File: config.mk
export PLATFORM = sky130hd
export DESIGN_NAME = weight_bank_ctrl
export DESIGN_NICKNAME = d
export VERILOG_FILES = /design/src/rtl/weight_bank_pkg.sv /design/src/rtl/weight_bank_rr_arb.sv /design/src/rtl/weight_bank_ctrl.sv
export SDC_FILE = /design/constraint.sdc
export NUM_CORES = 1
export LEC_CHECK = 0
export BUFFER_PORTS_ARGS = -buffer_cell sky130_fd_sc_hd__buf_2
export CAP_MARGIN = 20
export CORE_MARGIN = 2
export CORE_UTILIZATION = 39
export CTS_CLUSTER_SIZE = 30
export DETAILED_ROUTE_END_ITERATION = 7
export HOLD_SLACK_MARGIN = 0.1
export PLACE_DENSITY = 0.7
export SETUP_SLACK_MARGIN = 0.05
export SLEW_MARGIN = 10
export SYNTH_ARGS = -nofsm -noshare
export SYNTH_HDL_FRONTEND = slang
export SYNTH_HIERARCHICAL = 1
export SYNTH_SLANG_ARGS = --single-unit
File: constraint.sdc
create_clock -name clock -period 3.3 [get_ports clock]
set_clock_uncertainty 0.05 [all_clocks]
set_input_delay 0.33 -clock clock [delete_from_list [all_inputs] [get_ports clock]]
set_output_delay 0.33 -clock clock [all_outputs]
set_load 0.005 [all_outputs]
File: src/rtl/weight_bank_pkg.sv
// weight_bank_pkg: shared types and defaults for the tap-weight bank.
// FSM states, "last granted" pointer encoding, default sizes, helpers.
package weight_bank_pkg;

  localparam int DEF_TAPS   = 8;
  localparam int DEF_DATA_W = 16;

  typedef enum logic [1:0] {
    S_IDLE  = 2'd0,
    S_GRANT = 2'd1,
    S_CLEAR = 2'd2
  } state_t;

  typedef enum logic {
    LAST_RD = 1'b0,
    LAST_WR = 1'b1
  } last_t;

  function automatic logic addr_ok(
    input int unsigned addr,
    input int unsigned taps
  );
    return addr < taps;
  endfunction

endpackage

File: src/rtl/weight_bank_rr_arb.sv
// weight_bank_rr_arb: two-way read/write arbiter for the weight bank.
// Ports: rd_req/wr_req in, rd_win/wr_win out (combinational winner).
// With WEIGHT_BANK_RR_EN: clock/reset/upd ports and a last-granted
// pointer (reset = write last). Without it: write beats read, no state.
module weight_bank_rr_arb
  import weight_bank_pkg::*;
(
`ifdef WEIGHT_BANK_RR_EN
  input  logic clock,
  input  logic reset,
  input  logic upd,
`endif
  input  logic rd_req,
  input  logic wr_req,
  output logic rd_win,
  output logic wr_win
);

`ifdef WEIGHT_BANK_RR_EN
  last_t last;

  always_comb begin
    rd_win = 1'b0;
    wr_win = 1'b0;
    unique case (1'b1)
      (rd_req && wr_req): begin
        // tie goes to whichever port was not served last
        if (last == LAST_WR) rd_win = 1'b1;
        else                 wr_win = 1'b1;
      end
      (rd_req && !wr_req): rd_win = 1'b1;
      (wr_req && !rd_req): wr_win = 1'b1;
      default: ;
    endcase
  end

  always_ff @(posedge clock) begin
    if (reset) begin
      last <= LAST_WR;
    end else if (upd && rd_win) begin
      last <= LAST_RD;
    end else if (upd && wr_win) begin
      last <= LAST_WR;
    end
  end
`else
  assign wr_win = wr_req;
  assign rd_win = rd_req & ~wr_req;
`endif

endmodule

File: src/rtl/weight_bank_ctrl.sv
// weight_bank_ctrl: tap-weight bank with read/write arbitration and
// sequenced bulk clear. Ports: clock, reset (sync, active-high);
// rd_req/rd_addr -> rd_gnt/rd_data; wr_req/wr_addr/wr_data -> wr_gnt;
// clr_req -> busy/clr_done; w_flat exports every tap (tap k at
// [k*DATA_W +: DATA_W]). Macro WEIGHT_BANK_RR_EN selects round-robin
// tie-break; otherwise write always wins.
module weight_bank_ctrl
  import weight_bank_pkg::*;
#(
  parameter int TAPS   = DEF_TAPS,
  parameter int DATA_W = DEF_DATA_W,
  parameter int ADDR_W = $clog2(TAPS)
) (
  input  logic                   clock,
  input  logic                   reset,
  input  logic                   rd_req,
  input  logic [ADDR_W-1:0]      rd_addr,
  output logic                   rd_gnt,
  output logic [DATA_W-1:0]      rd_data,
  input  logic                   wr_req,
  input  logic [ADDR_W-1:0]      wr_addr,
  input  logic [DATA_W-1:0]      wr_data,
  output logic                   wr_gnt,
  input  logic                   clr_req,
  output logic                   busy,
  output logic                   clr_done,
  output logic [TAPS*DATA_W-1:0] w_flat
);

  localparam logic [ADDR_W-1:0] LAST_TAP = ADDR_W'(TAPS - 1);

  state_t            state;
  logic [DATA_W-1:0] bank [TAPS];
  logic [ADDR_W-1:0] clr_cnt;
  logic              rd_win;
  logic              wr_win;
  logic              rd_ok;
  logic              wr_ok;

  assign rd_ok = addr_ok(int'(rd_addr), TAPS);
  assign wr_ok = addr_ok(int'(wr_addr), TAPS);

`ifdef WEIGHT_BANK_RR_EN
  // pointer moves only on an edge that actually issues a grant
  logic upd;
  assign upd = (state == S_IDLE) && !clr_req;

  weight_bank_rr_arb u_arb (
    .clock  (clock),
    .reset  (reset),
    .upd    (upd),
    .rd_req (rd_req),
    .wr_req (wr_req),
    .rd_win (rd_win),
    .wr_win (wr_win)
  );
`else
  weight_bank_rr_arb u_arb (
    .rd_req (rd_req),
    .wr_req (wr_req),
    .rd_win (rd_win),
    .wr_win (wr_win)
  );
`endif

  always_ff @(posedge clock) begin
    if (reset) begin
      state    <= S_IDLE;
      rd_gnt   <= 1'b0;
      wr_gnt   <= 1'b0;
      rd_data  <= '0;
      busy     <= 1'b0;
      clr_done <= 1'b0;
      clr_cnt  <= '0;
      for (int k = 0; k < TAPS; k++) begin
        bank[k] <= '0;
      end
    end else begin
      rd_gnt   <= 1'b0;
      wr_gnt   <= 1'b0;
      clr_done <= 1'b0;
      unique case (state)
        S_IDLE: begin
          if (clr_req) begin
            state   <= S_CLEAR;
            clr_cnt <= '0;
            busy    <= 1'b1;
          end else if (rd_win) begin
            state   <= S_GRANT;
            rd_gnt  <= 1'b1;
            // out-of-range taps read as zero
            rd_data <= rd_ok ? bank[rd_addr] : '0;
          end else if (wr_win) begin
            state  <= S_GRANT;
            wr_gnt <= 1'b1;
            // out-of-range writes are granted but dropped
            if (wr_ok) begin
              bank[wr_addr] <= wr_data;
            end
          end
        end
        // one dead cycle: requests are not looked at here
        S_GRANT: begin
          state <= S_IDLE;
        end
        S_CLEAR: begin
          bank[clr_cnt] <= '0;
          if (clr_cnt == LAST_TAP) begin
            state    <= S_IDLE;
            busy     <= 1'b0;
            clr_done <= 1'b1;
            clr_cnt  <= '0;
          end else begin
            clr_cnt <= clr_cnt + 1'b1;
          end
        end
        default: begin
          state <= S_IDLE;
        end
      endcase
    end
  end

  for (genvar k = 0; k < TAPS; k++) begin : g_flat
    assign w_flat[k*DATA_W +: DATA_W] = bank[k];
  end

endmodule

# Word level (Yosys, flattened, before mapping)
# Memory sizes are Yosys's and may differ from the RTL's. A register that Yosys moved wholly into a read port is not among the register bits.
# Cells that the tools add are included.
[classes]
n_addsub = 1
eq_ne = 5
n_mux = 30
bitwise_logic = 5
n_reduce_logical = 10
[op_table]
columns = ["op", "count"]
rows = [
  ["two-way mux 16 bit", 2],
  ["OR reduction 16 bit", 2],
  ["two-way mux 1 bit", 17],
  ["two-way mux 3 bit", 4],
  ["two-way mux 2 bit", 4],
  ["case mux 3 bit (2 select lines)", 1],
  ["AND reduction 3 bit", 2],
  ["inequality test 2 bit (second input constant)", 2],
  ["inequality test 4 bit (second input constant)", 1],
  ["inverter 1 bit", 4],
  ["case mux 2 bit (2 select lines)", 1],
  ["AND reduction 2 bit", 2],
  ["adder 3 x 1 -> 3 bit (second input constant)", 1],
  ["equality test 3 bit (second input constant)", 1],
  ["OR reduction 3 bit", 1],
  ["equality test 2 bit (second input constant)", 1],
  ["zero test 2 bit", 1],
  ["case mux 1 bit (2 select lines)", 1],
  ["nonzero test 2 bit", 1],
  ["OR reduction 2 bit", 1],
  ["AND 1 bit", 1],
]
[totals]
regBits = 9
ramBits = 128
memories = 1
[memory_table]
columns = ["memory", "words", "width", "rd", "rd_ports_with_merged_regs", "write_ports", "line", "text"]
rows = [
  ["bank", 8, 16, 9, 1, 8, "weight_bank_ctrl.sv:33", "logic [DATA_W-1:0] bank [TAPS];"],
]

# Depth between registers and ports, before layout
[logic_depth]
word_depth = 10
mapped_depth = 7

# Cells and area by module
# The synthesis kept the hierarchy.
[by_module_without_submodules]
columns = ["module", "instances", "cells_per_inst", "area_per_inst_um2", "seq_area_each_um2"]
rows = [
  ["weight_bank_ctrl", 1, 524, 7075.5, 4344.2],
  ["weight_bank_rr_arb", 1, 2, 21.3, 0.0],
]

# Worst setup path before layout
# Ideal clock, no wire load.
[synth_timing]
path_kind = "input to register"
start = "input reset"
end = "memory bank[4][0] in the netlist's numbering (enable)"
arrival_time_ps = 3106
required_ps = 2814
path_slack_ps = -291
path_stages = 6
n_path_buf = 3
cell_sequence = "buf_2 -> nor3b_2 -> buf_6 -> mux2_4 -> buf_6 -> o41ai_1"
[synth_lines]
columns = ["element", "line", "text"]
rows = [
  ["from (decl)", "weight_bank_ctrl.sv:15", "input logic reset,"],
  ["to (decl)", "weight_bank_ctrl.sv:33", ""],
]

==> run_results.csv <==
group,metric,value,unit
setup_path,regToRegEndpoint,"bank[0][10]",
cts,cts_max_level,4,
power,combPwrFrac,10.7,%
placed_design,dp_hpwl,15200,µm
cts,cts_tree,"built",
hold_path,hold_start,"wr_req",
route,drtIter0Drc,702,
synthesis,syn_nets,555,
route,via_per_inst,6.04,
route,wl,21800,µm
floorplanning,io_pins,175,
global_routing,globalRouteOverflowTotal,0,
cts,cts.sinks,153,
sta,post-route-min-period,2790,ps
final_layout,nNetsFinal,705,
setup_path,rr_startpoint,"state[1]",
synthesis,synthArstFlopShare,0,%
power,powerDensity,538,nW/µm²
cts,post_cts_buffers,0,
cts,cts-root-buf,"clkbuf_16",
hold_path,holdPathEnd,"state[0]",
synthesis,synth_flop_cell,"edfxtp_1",
setup_path,end_kind,"flop",
placed_design,place_ws,528,ps
setup_path,reg2regPathDepth,5,
synthesis,syn_inst,526,
placed_design,place_area,8200,µm²
route,dr.pass1.iters,5,
placed_design,port_buffers,174,
global_routing,grt_first_pass_wirelength,33000,µm
cts,clock_latency,430,ps
power,worst_ir_drop_vdd,0.353,mV
route,vias,5544,
cts,clkTransAtPathRegs,60,ps
final_layout,postLayoutCellArea,8820,µm²
sta,setup_ws,512,ps
cts,cts_made_buffers,17,
global_routing,antenna_found_initial,0,
global_routing,grt_max_degree,69,
global_routing,grt_pass1_vias,5525,
sta,worst_pin_slew,825,ps
synthesis,ys_ff_latch,153,
synthesis,synth.distinct_cells,31,
setup_path,startpoint_type,"flop",
hold_path,whs_path_depth,2,
sta,max_freq,359,MHz
sta,slew_headroom,45.0,%
power,p_sw,1.15,mW
final_layout,final_cells,918,
setup_path,arrival,2840,ps
power,seqPwrFrac,47.0,%
setup_path,criticalPathCategory,"flop to flop",
floorplanning,rows,49,
synthesis,synth_area_per_cell,13.5,µm²
cts,clock_path_buffers,2,
power,finalPower,4.74,mW
floorplanning,coreArea,17900,µm²
sta,tns,0,ps
sta,timing.final.crit_share,84.5,%
route,detail-route-antenna-nets,0,
floorplanning,die_w,139,µm
sta,setup_viol,0,
floorplanning,die_area,19300,µm²
cts,post_cts.resized_instances,0,
placed_design,gp_congestion,0.863,
route,drcViolationCount,0,
sta,grt_setup_unrepaired,"false",
floorplanning,start_util,39.6,%
synthesis,synth-edff-count,128,
setup_path,cp_data_required_time,3350,ps
sta,hold_violations,0,
setup_path,path_max_fanout,68,
sta,slew_violations,0,
setup_path,regToRegSetupSlack,510,ps
synthesis,yosys_warnings,6,
synthesis,synth_seq_area_share,61.2,%
final_layout,drive_above_1_share,36.9,%
run_status,status,"completed",
final_layout,diodes,0,
power,power.leakage,3.48,nW
placed_design,post-place-cells,886,
flow_run,drv_cap,0,
final_layout,seqCellArea,4340,µm²
route,wl_per_cell,23.7,µm
floorplanning,die_h,139,µm
power,p_int,3.60,mW
final_layout,fillers,1595,
cts,cts_hold_buf,0,
hold_path,hold_class,"input port to flop",
global_routing,grt.total_usage,22.2,%
power,clockPowerShare,42.3,%
synthesis,syn_area,7100,µm²
power,swShare,24.2,%
final_layout,multi_input_area,2510,µm²
final_layout,syn_to_final_growth,24.3,%
==> state kept, by name (all words and copies together), names as in the netlist <==
signal    count
bank        128
busy          1
clr_cnt       3
clr_done      1
rd_data      16
rd_gnt        1
state         2
wr_gnt        1
==> synth_stat cells, types with 2 or more instances <==
cell type	instances	area (µm²)
buf_2	21	105
buf_4	7	52.6
and2_1	4	25.0
nor2b_1	5	31.3
dfxtp_1	25	500
nor4_2	2	25.0
nand3_1	8	40.0
nor4_1	126	788
a22oi_1	35	263
mux2i_1	68	681
ha_1	2	25.0
nand3_2	8	80.1
buf_6	10	113
nor2_1	7	26.3
o41ai_1	8	70.1
edfxtp_1	128	3840
inv_1	2	7.51
clkbuf_1	29	109
mux2_4	3	45.0
o21bai_1	2	15.0
a32o_1	16	160
==> worst max-delay path by stage <==
stage,from,end,slack [ps],depth (start not counted)
finish,state[1],bank[0][10],510,5
global route,state[1],bank[4][2],350,5
CTS,state[1],bank[0][10],510,5
detailed placement,state[1],bank[0][3],530,5
global placement,state[1],bank[4][15],610,5
floorplan,reset,bank[4][0],-290,6
==> metal layers <==
layer  track usage, %  routed length (µm)
met5                0                   0
met2             38.3               11300
met4             5.58                 273
met3             4.97                1600
met1             28.5                8630
==> kinds of logic (layout without fill, tap and decap cells) <==
logic type	after synthesis	in the layout	synth area share [%]
AND/OR/NAND/NOR	166	166	15.3
flip-flops	153	153	61.2
multiplexers	71	71	10.2
buffers and inverters	69	232	5.45
AO/OA/AOI/OAI	65	65	7.48
adder cells (fa/ha/maj)	2	2	0.353
==> final cells by class <==
| cell class | instances | area share [%] |
|---|---|---|
| clock buffer | 25 | 5.99 |
| clock inverter | 7 | 0.979 |
| multi-input combinational | 304 | 28.4 |
| tap | 229 | 3.25 |
| inverter | 2 | 0.0851 |
| timing repair buffer | 198 | 12.0 |
| sequential | 153 | 49.3 |
==> critical path, stage by stage (launching register included) <==
cell and delay, ps:
dfxtp_1 500, nor3b_2 370, buf_4 250, mux2_4 590
o41ai_2 380, buf_4 320
==> layout by cell type, fill, tap and decap left out, drive strengths merged, types with 4 or more instances in the layout <==
cell type and n:
buf 198, nor4 129, edfxtp 128, mux2i 68, a22oi 35, dfxtp 25
clkbuf 25, a32o 16, nand3 16, o41ai 8, nor2 7, nor2b 6
and2 4, clkinv 4
==> per-stage QoR <==
stage | util, % | hold slack [ps]
2_1_floorplan | - | 416
3_3_place_gp | 45.8 | 394
3_5_place_dp | 45.8 | 410
4_1_cts | 49.3 | 127
5_1_grt | 49.3 | 144
6_report | 49.3 | 140
==> power by group through the flow <==
| stage | logic [mW] | clock network (mW) | registers [mW] |
|---|---|---|---|
| 4_1_cts | 0.507 | 2.02 | 2.23 |
| 3_5_place_dp | 0.506 | 0 | 2.27 |
| 6_report | 0.509 | 2.01 | 2.23 |
| 2_1_floorplan | 0.308 | 0 | 2.25 |
| 5_1_grt | 0.544 | 2.10 | 2.23 |
| 3_3_place_gp | 0.490 | 0 | 2.26 |
(Power assumes the default switching activity.)
